[src/rtl/spi_host_core_if.sv]
// User-side byte stream bundle for spi_host_core.
// Signals: cs_req/data/valid in, ready/miso data/stb/busy out.
interface spi_host_core_if;
  logic       usr_cs_req;
  logic [7:0] usr_mosi_data;
  logic       usr_mosi_valid;
  logic       usr_mosi_ready;
  logic [7:0] usr_miso_data;
  logic       usr_miso_stb;
  logic       busy;

  modport master (
    output usr_cs_req, usr_mosi_data, usr_mosi_valid,
    input  usr_mosi_ready, usr_miso_data, usr_miso_stb, busy
  );

  modport slave (
    input  usr_cs_req, usr_mosi_data, usr_mosi_valid,
    output usr_mosi_ready, usr_miso_data, usr_miso_stb, busy
  );
endinterface

[src/rtl/spi_host_core.sv]
// SPI mode-0 host, one byte per handshake, MSB first.
// Ports: clk, rst_n, usr (slave), spi_mosi/miso/clk/cs_n.
// Optional macro SPI_HOST_CS_GAP_EN: enforce CS_GAP high time.
module spi_host_core #(
  parameter int unsigned DIV    = 2,
  parameter int unsigned CS_GAP = 4
) (
  input  logic           clk,
  input  logic           rst_n,
  spi_host_core_if.slave usr,
  output logic           spi_mosi,
  input  logic           spi_miso,
  output logic           spi_clk,
  output logic           spi_cs_n
);

`ifdef SPI_HOST_CS_GAP_EN
  typedef enum logic [2:0] {
    S_IDLE, S_SHIFT, S_ACTIVE, S_HOLD, S_GAP
  } state_e;
  localparam logic [7:0] GAP_M1 = 8'(CS_GAP - 1);
  logic [7:0] gap_q, gap_d;
`else
  typedef enum logic [2:0] {
    S_IDLE, S_SHIFT, S_ACTIVE, S_HOLD
  } state_e;
`endif

  localparam logic [7:0] DIV_M1 = 8'(DIV - 1);
  // accept cycle already counts as the first low cycle
  localparam logic [7:0] DIV_M2 =
    (DIV > 1) ? 8'(DIV - 2) : 8'd0;

  state_e     state_q, state_d;
  logic [7:0] cnt_q, cnt_d;
  logic [3:0] half_q, half_d;
  logic [7:0] tx_q, tx_d;
  logic [7:0] rx_q, rx_d;
  logic [7:0] rdat_q, rdat_d;
  logic       sck_q, sck_d;
  logic       csn_q, csn_d;
  logic       stb_q, stb_d;
  logic       ready;
  logic       accept;
  logic       close;

  assign ready = usr.usr_cs_req &&
    (state_q == S_IDLE || state_q == S_ACTIVE);
  assign accept = ready && usr.usr_mosi_valid;

  always_ff @(posedge clk or negedge rst_n) begin
    if (!rst_n) begin
      state_q <= S_IDLE;
      cnt_q   <= '0;
      half_q  <= '0;
      tx_q    <= '0;
      rx_q    <= '0;
      rdat_q  <= '0;
      sck_q   <= 1'b0;
      csn_q   <= 1'b1;
      stb_q   <= 1'b0;
`ifdef SPI_HOST_CS_GAP_EN
      gap_q   <= '0;
`endif
    end else begin
      state_q <= state_d;
      cnt_q   <= cnt_d;
      half_q  <= half_d;
      tx_q    <= tx_d;
      rx_q    <= rx_d;
      rdat_q  <= rdat_d;
      sck_q   <= sck_d;
      csn_q   <= csn_d;
      stb_q   <= stb_d;
`ifdef SPI_HOST_CS_GAP_EN
      gap_q   <= gap_d;
`endif
    end
  end

  always_comb begin
    state_d = state_q;
    cnt_d   = cnt_q;
    half_d  = half_q;
    tx_d    = tx_q;
    rx_d    = rx_q;
    rdat_d  = rdat_q;
    sck_d   = sck_q;
    csn_d   = csn_q;
    stb_d   = 1'b0;
    close   = 1'b0;
`ifdef SPI_HOST_CS_GAP_EN
    gap_d   = gap_q;
`endif
    unique case (state_q)
      S_IDLE, S_ACTIVE: begin
        if (accept) begin
          tx_d    = usr.usr_mosi_data;
          csn_d   = 1'b0;
          state_d = S_SHIFT;
          half_d  = 4'd0;
          cnt_d   = DIV_M2;
          if (DIV == 1) begin
            // half-period 0 is the accept cycle alone
            sck_d  = 1'b1;
            half_d = 4'd1;
            rx_d   = {rx_q[6:0], spi_miso};
          end
        end else if (state_q == S_ACTIVE &&
                     !usr.usr_cs_req) begin
          if (DIV == 1) close = 1'b1;
          else begin
            state_d = S_HOLD;
            cnt_d   = DIV_M2;
          end
        end
      end
      S_SHIFT: begin
        if (cnt_q == 8'd0) begin
          cnt_d  = DIV_M1;
          half_d = half_q + 4'd1;
          if (!half_q[0]) begin
            sck_d = 1'b1;
            rx_d  = {rx_q[6:0], spi_miso};
          end else begin
            sck_d = 1'b0;
            if (half_q == 4'd15) begin
              state_d = S_ACTIVE;
              stb_d   = 1'b1;
              rdat_d  = rx_q;
            end else begin
              tx_d = {tx_q[6:0], 1'b0};
            end
          end
        end else begin
          cnt_d = cnt_q - 8'd1;
        end
      end
      S_HOLD: begin
        if (cnt_q == 8'd0) close = 1'b1;
        else cnt_d = cnt_q - 8'd1;
      end
`ifdef SPI_HOST_CS_GAP_EN
      S_GAP: begin
        if (gap_q == 8'd0) state_d = S_IDLE;
        else gap_d = gap_q - 8'd1;
      end
`endif
      default: state_d = S_IDLE;
    endcase
    if (close) begin
      csn_d = 1'b1;
`ifdef SPI_HOST_CS_GAP_EN
      state_d = S_GAP;
      gap_d   = GAP_M1;
`else
      state_d = S_IDLE;
`endif
    end
  end

  assign spi_mosi = !csn_q && tx_q[7];
  assign spi_clk  = sck_q;
  assign spi_cs_n = csn_q;

  assign usr.usr_mosi_ready = ready;
  assign usr.usr_miso_data  = rdat_q;
  assign usr.usr_miso_stb   = stb_q;
  assign usr.busy           = (state_q != S_IDLE);

endmodule

[src/flat_wrapper.sv]
// flat-port wrapper written by rule: the top's interface ports become plain ports
module spi_host_core_flat 
#(
  parameter int unsigned DIV    = 2,
  parameter int unsigned CS_GAP = 4
)
  (clk, rst_n, spi_mosi, spi_miso, spi_clk, spi_cs_n, usr_usr_cs_req, usr_usr_mosi_data, usr_usr_mosi_valid, usr_usr_mosi_ready, usr_usr_miso_data, usr_usr_miso_stb, usr_busy);
  spi_host_core_if usr_i ();
  input  logic clk;
  input  logic rst_n;
  output logic spi_mosi;
  input  logic spi_miso;
  output logic spi_clk;
  output logic spi_cs_n;
  input wire logic [$bits(usr_i.usr_cs_req)-1:0] usr_usr_cs_req;
  input wire logic [$bits(usr_i.usr_mosi_data)-1:0] usr_usr_mosi_data;
  input wire logic [$bits(usr_i.usr_mosi_valid)-1:0] usr_usr_mosi_valid;
  output wire logic [$bits(usr_i.usr_mosi_ready)-1:0] usr_usr_mosi_ready;
  output wire logic [$bits(usr_i.usr_miso_data)-1:0] usr_usr_miso_data;
  output wire logic [$bits(usr_i.usr_miso_stb)-1:0] usr_usr_miso_stb;
  output wire logic [$bits(usr_i.busy)-1:0] usr_busy;
  assign usr_i.usr_cs_req = usr_usr_cs_req;
  assign usr_i.usr_mosi_data = usr_usr_mosi_data;
  assign usr_i.usr_mosi_valid = usr_usr_mosi_valid;
  assign usr_usr_mosi_ready = usr_i.usr_mosi_ready;
  assign usr_usr_miso_data = usr_i.usr_miso_data;
  assign usr_usr_miso_stb = usr_i.usr_miso_stb;
  assign usr_busy = usr_i.busy;
  spi_host_core #(.DIV(DIV), .CS_GAP(CS_GAP)) u_core (.clk(clk), .rst_n(rst_n), .usr(usr_i), .spi_mosi(spi_mosi), .spi_miso(spi_miso), .spi_clk(spi_clk), .spi_cs_n(spi_cs_n));
endmodule
[config.mk]
export PLATFORM = sky130hd
export DESIGN_NAME = spi_host_core_flat
export DESIGN_NICKNAME = d
export VERILOG_FILES = /design/src/rtl/spi_host_core_if.sv /design/src/rtl/spi_host_core.sv /design/src/flat_wrapper.sv
export SDC_FILE = /design/constraint.sdc
export NUM_CORES = 1
export LEC_CHECK = 0
export ABC_AREA = 1
export CORE_UTILIZATION = 30
export DETAILED_ROUTE_END_ITERATION = 10
export GPL_TIMING_DRIVEN = 1
export PLACE_DENSITY = 0.54
export SLEW_MARGIN = 20
export SYNTH_ARGS = -nofsm -noshare
export SYNTH_HDL_FRONTEND = slang
export SYNTH_SLANG_ARGS = --single-unit
[constraint.sdc]
create_clock -name clk -period 1.5 [get_ports clk]
set_input_delay 0.225 -clock clk [delete_from_list [all_inputs] [get_ports clk]]
set_output_delay 0.225 -clock clk [all_outputs]
set_load 0.01 [all_outputs]
-- Yosys cells after proc, flatten, opt, wreduce, memory -nomap -nowiden
Cells that the tools add are included.
- multiplexer cells: 30
- equality and inequality tests: 15
- bitwise gates (word level): 1
- reduce and logical (&&, ||, !) cells: 23
- $add $sub $neg: 2
- operators with widths (kind ; number):
    $mux W8 ; 8
    $pmux W8 S3 ; 1
    $mux W3 ; 6
    $pmux W8 S2 ; 1
    $ne A3 B1 Y1 const B ; 4
    $mux W1 ; 10
    $reduce_and A5 Y1 ; 2
    $pmux W3 S3 ; 1
    $reduce_and A3 Y1 ; 3
    $logic_not A8 Y1 ; 1
    $mux W4 ; 2
    $ne A2 B1 Y1 const B ; 4
    $pmux W4 S2 ; 1
    $sub A8 B1 Y8 const B ; 1
    $eq A3 B2 Y1 const B ; 2
    $reduce_bool A2 Y1 ; 3
    $reduce_bool A3 Y1 ; 2
    $add A4 B1 Y4 const B ; 1
    $eq A4 B4 Y1 const B ; 1
    $logic_and A1 B1 Y1 ; 4
    $ne A2 B2 Y1 const B ; 2
    $ne A4 B1 Y1 const B ; 1
    $reduce_and A2 Y1 ; 2
    $reduce_and A4 Y1 ; 1
    other kinds (6) ; 7
- output and inout bits: 14
- register bits: 42
- input bits: 13
- word-level logic and storage cells: 80

-- Longest topological paths before layout
- depth in word-level cells: 7
- gate-level depth with buffers: 9
- gate-level depth less buffers: 9

-- Worst setup path after synthesis
No wires, ideal clock.
- kind: flip-flop to flip-flop
- start point: register u_core.half_q[0]
- end point: register u_core.rdat_q[2], in the netlist u_core.usr.usr_miso_data[2]
- slack: -0.058 ns
- setup time: 0.118 ns
- path buffers: 1
- cell stages (with the launch flop): 8
- data arrival time: 1.440 ns
- data required time: 1.382 ns
- clock period less this slack: 1.558 ns
- cells stage by stage: dfrtp_1 -> ha_1 -> nand3_1 -> nor2_8 -> nand3_4 -> buf_6 -> nand2_2 -> o21ai_2
- cells in the longest elaborated chain, start to end: 2
- ends and longest elaborated chain (element ; RTL line ; RTL):
    start: declaration ; spi_host_core.sv:36 ; logic [3:0] half_q, half_d;
    start signal: assignment ; spi_host_core.sv:68 ; half_q <= half_d;
    $eq A4 B4 Y1 ; spi_host_core.sv:127 ; if (half_q == 4'd15) begin
    $reduce_and A4 Y1 (no source line) * ; -- ;
    end signal: assignment ; spi_host_core.sv:71 ; rdat_q <= rdat_d;
    end: declaration ; spi_host_core.sv:39 ; logic [7:0] rdat_q, rdat_d;
Mark *: on every way between the ends. The rest lies on a longest branch, timed or not.
A chain may end at the register's enable or synchronous reset.

-- Worst setup path after layout
- start point: register u_core.rdat_q[1], in the netlist u_core.usr.usr_miso_data[1]
- end point: output usr_usr_miso_data[1]
- RTL lines (element ; RTL line ; RTL):
    end: declaration ; flat_wrapper.sv:19 ; output wire logic [$bits(usr_i.usr_miso_data)-1:0] usr_usr_miso_data;
No word-level cell between the ends.

==> flow_metrics.tcl <==
set metrics [dict create \
    status "complete, no violations" \
    synth-seq-area-share_pct 45.8 \
    final_cells 416 \
    period_needed_ns 1.46 \
    finalMaxSlewViolations 0 \
    ys_warn_count 0 \
    nFillCells 749 \
    crit_chain "clkdlybuf4s50_1" \
    cts-root-buf "clkbuf_8" \
    gp_congestion 0.770 \
    postRouteAntennaNets 0 \
    grt_first_pass_wirelength_mm 8.18 \
    first_pass_iters 4 \
    worstMarginPinSlew_ns 0.303 \
    ys_ff_latch 41 \
    area_growth_pct 36.0 \
    cts_max_level 2 \
    max_freq_mhz 685 \
    grt_max_degree 32 \
    routed_wl_mm 4.93 \
    reg2reg_from "u_core.cnt_q[1]" \
    slowest_stage "clkdlybuf4s50_1" \
    clk_pin_slew_worst_paths_ns 0.09 \
    gr-total-overflow 0 \
    hold_class "in2async" \
    worstPathMaxFanout 2 \
    pre_cts_ws_ns -0.131 \
    grt_usage_pct 13.7 \
    rows 31 \
    power_density_nw_per_um2 1820 \
    critPathLaunch "u_core.usr.usr_miso_data[1]" \
    syn-num-nets 278 \
    nNetsFinal 332 \
    netlist_instances 262 \
    cts_tree "done" \
    start_kind "flop" \
    crit_path_end_kind "output port" \
    path_buf_inv 1 \
    crit_type "reg2out" \
    grt_antenna_before_repair 0 \
    hold_violations 0 \
    dr_total_vias 1839 \
    finalPower_uw 5560 \
    multi_input_area_sq_um 1140 \
    die_w_um 88.5 \
    synth.distinct_cells 26 \
    drt_iter0_markers 125 \
    die_h_um 88.5 \
    relSlewSlack_pct 79.8 \
    worstPathRequired_ns 1.27 \
    drive_gt1_share_pct 30.9 \
    pin_count 27 \
    cts_buffers 5 \
    leakagePower_uw 0.00153 \
    clock_path_buffers 2 \
    critPathMaxStageDelay_ns 0.55 \
    arrival_ns 1.23 \
    syn_area_sq_um 2240 \
    vias_per_cell 4.42 \
    syn_avg_cell_area_sq_um 8.57 \
    final_core_util_pct 42.1 \
    fin_worst_skew_ns 0.00893 \
    rsz0062_at_grt "yes" \
    clk_latency_ns 0.30 \
    fin_crit_sh_pct 97.3 \
    ir_worst_vdd_mv 0.609 \
    die_area_sq_um 7830 \
    antenna_cells 0 \
    first_global_vias 1690 \
    portBuffers 26 \
    core_sq_um 7250 \
    cap_violations 0 \
    tns_ns 0 \
    wl_per_cell_um 11.8 \
    register_area_sq_um 1030 \
    cts.sinks 41 \
    start_util_pct 30.9 \
    finalWorstSetupSlack_ns 0.0408 \
    place.detailed.hpwl_mm 3.37 \
    cpLargestDelayFamily "buffers and inverters" \
    finalSetupViolCount 0 \
    place_inst 401 \
    drc 0 \
]
area by class of cell:
class                           count  share of cell area (%)
Clock buffer                        5                    2.26
Timing Repair Buffer               51                    15.9
Clock inverter                      3                    2.26
Multi-Input combinational cell    186                    37.5
Tap cell                           99                    4.06
Sequential cell                    41                    33.8
Inverter                           31                    4.22
kinds of logic after synthesis:
logic type	count (synthesis)	share of synthesized area, %
AOI/OAI and AO/OA	30	9.70
and+or+nand+nor	149	33.9
DFF	41	45.8
xor gates and xnor gates	3	1.17
adders and majority gates	3	1.67
buffers and inverters	36	7.75
layout by cell type (no fill, tap or decap), drive strengths merged:
| cell | netlist | layout |
|---|---|---|
| dfstp | 1 | 1 |
| nand2 | 104 | 104 |
| nand3b | 1 | 1 |
| o21ai | 23 | 23 |
| dlymetal6s2s | 0 | 2 |
| nand4 | 9 | 9 |
| clkbuf | 0 | 5 |
| bufinv | 0 | 2 |
| dlygate4sd3 | 0 | 1 |
| ha | 3 | 3 |
| dlygate4sd2 | 0 | 4 |
| clkinv | 0 | 1 |
| a21oi | 4 | 4 |
| o2111ai | 3 | 3 |
| nand3 | 18 | 19 |
| xor2 | 3 | 3 |
| inv | 31 | 31 |
| nor2 | 17 | 17 |
| clkdlybuf4s50 | 0 | 19 |
| buf | 5 | 25 |
| dfrtp | 40 | 40 |
Yosys cell counts:
| cell | instances | area (sq um) |
|---|---|---|
| xor2_1 | 3 | 26.3 |
| nand4_1 | 9 | 56.3 |
| nor2_8 | 3 | 60.1 |
| buf_6 | 4 | 45.0 |
| nand2_2 | 6 | 37.5 |
| inv_4 | 1 | 6.26 |
| o21ai_1 | 1 | 5.00 |
| ha_1 | 3 | 37.5 |
| nand3b_1 | 1 | 7.51 |
| o2111ai_1 | 3 | 26.3 |
| nand2_4 | 4 | 45.0 |
| inv_2 | 4 | 15.0 |
| a21oi_2 | 1 | 8.76 |
| nand3_1 | 15 | 75.1 |
| nor2_1 | 11 | 41.3 |
| buf_2 | 1 | 5.00 |
| a21oi_1 | 3 | 15.0 |
| nand3_4 | 3 | 52.6 |
| dfstp_2 | 1 | 26.3 |
| inv_6 | 1 | 8.76 |
| nor2_4 | 3 | 33.8 |
| dfrtp_1 | 40 | 1000 |
| o21ai_0 | 8 | 40.0 |
| inv_1 | 25 | 93.8 |
| nand2_1 | 94 | 353 |
| o21ai_2 | 14 | 123 |
per-stage QoR:
stage | hold WS, ns | instance area [sq um]
2_1_floorplan | -0.0706 | 2250
3_3_place_gp | 0.129 | 2740
3_5_place_dp | 0.138 | 2740
4_1_cts | 0.341 | 2960
5_1_grt | 0.365 | 3050
6_report | 0.337 | 3050
what timing repair did:
item / 4_1_cts / 5_1_grt
pin swaps: 3 / 3
setup buffers: 3 / 2
endpoints found under the hold margin: 9 / 0
hold buffers: 1 / 0
setup endpoints to repair: 40 / 32
gates resized for setup: 13 / 27
gates cloned: 1 / 0
layer usage:
layer / global-route usage, % / wire length (um) / part of all wire (%)
met5: 0 / 0 / 0
met4: 3.52 / 46 / 0.93
met3: 3.26 / 191 / 3.9
met2: 19.9 / 2130 / 43
met1: 20.3 / 2560 / 52
flip-flops by register name (all words and copies together) (netlist names):
| name | flops |
|---|---|
| u_core.usr.usr_miso_data | 8 |
| u_core.half_q | 4 |
| u_core.usr.usr_miso_stb | 1 |
| u_core.cnt_q | 8 |
| u_core.rx_q | 8 |
| u_core.spi_cs_n | 1 |
| u_core.spi_clk | 1 |
| u_core.tx_q | 8 |
| u_core.state_q | 2 |
power by group:
group          leakage (uW)  total, uW  internal, uW  switching, uW
registers          0.000537       1630          1430            197
clock network     0.0000687       1090           670            424
logic              0.000921       2840          1150           1690
total               0.00153       5560          3250           2310
final timing paths:
check	endpoint	slack [ns]	depth (start not counted)
worst min register to register	u_core.tx_q[5]	0.47	2
worst max register to register	u_core.usr.usr_miso_data[1]	0.04	8
worst min-delay path	u_core.cnt_q[5]	0.34	2
max in group asynchronous	u_core.half_q[0]	0.70	3
worst max-delay path	usr_usr_miso_data[1]	0.04	1
min in group clk	u_core.tx_q[5]	0.47	2
No activity file was read; power rests on OpenSTA's default activity.
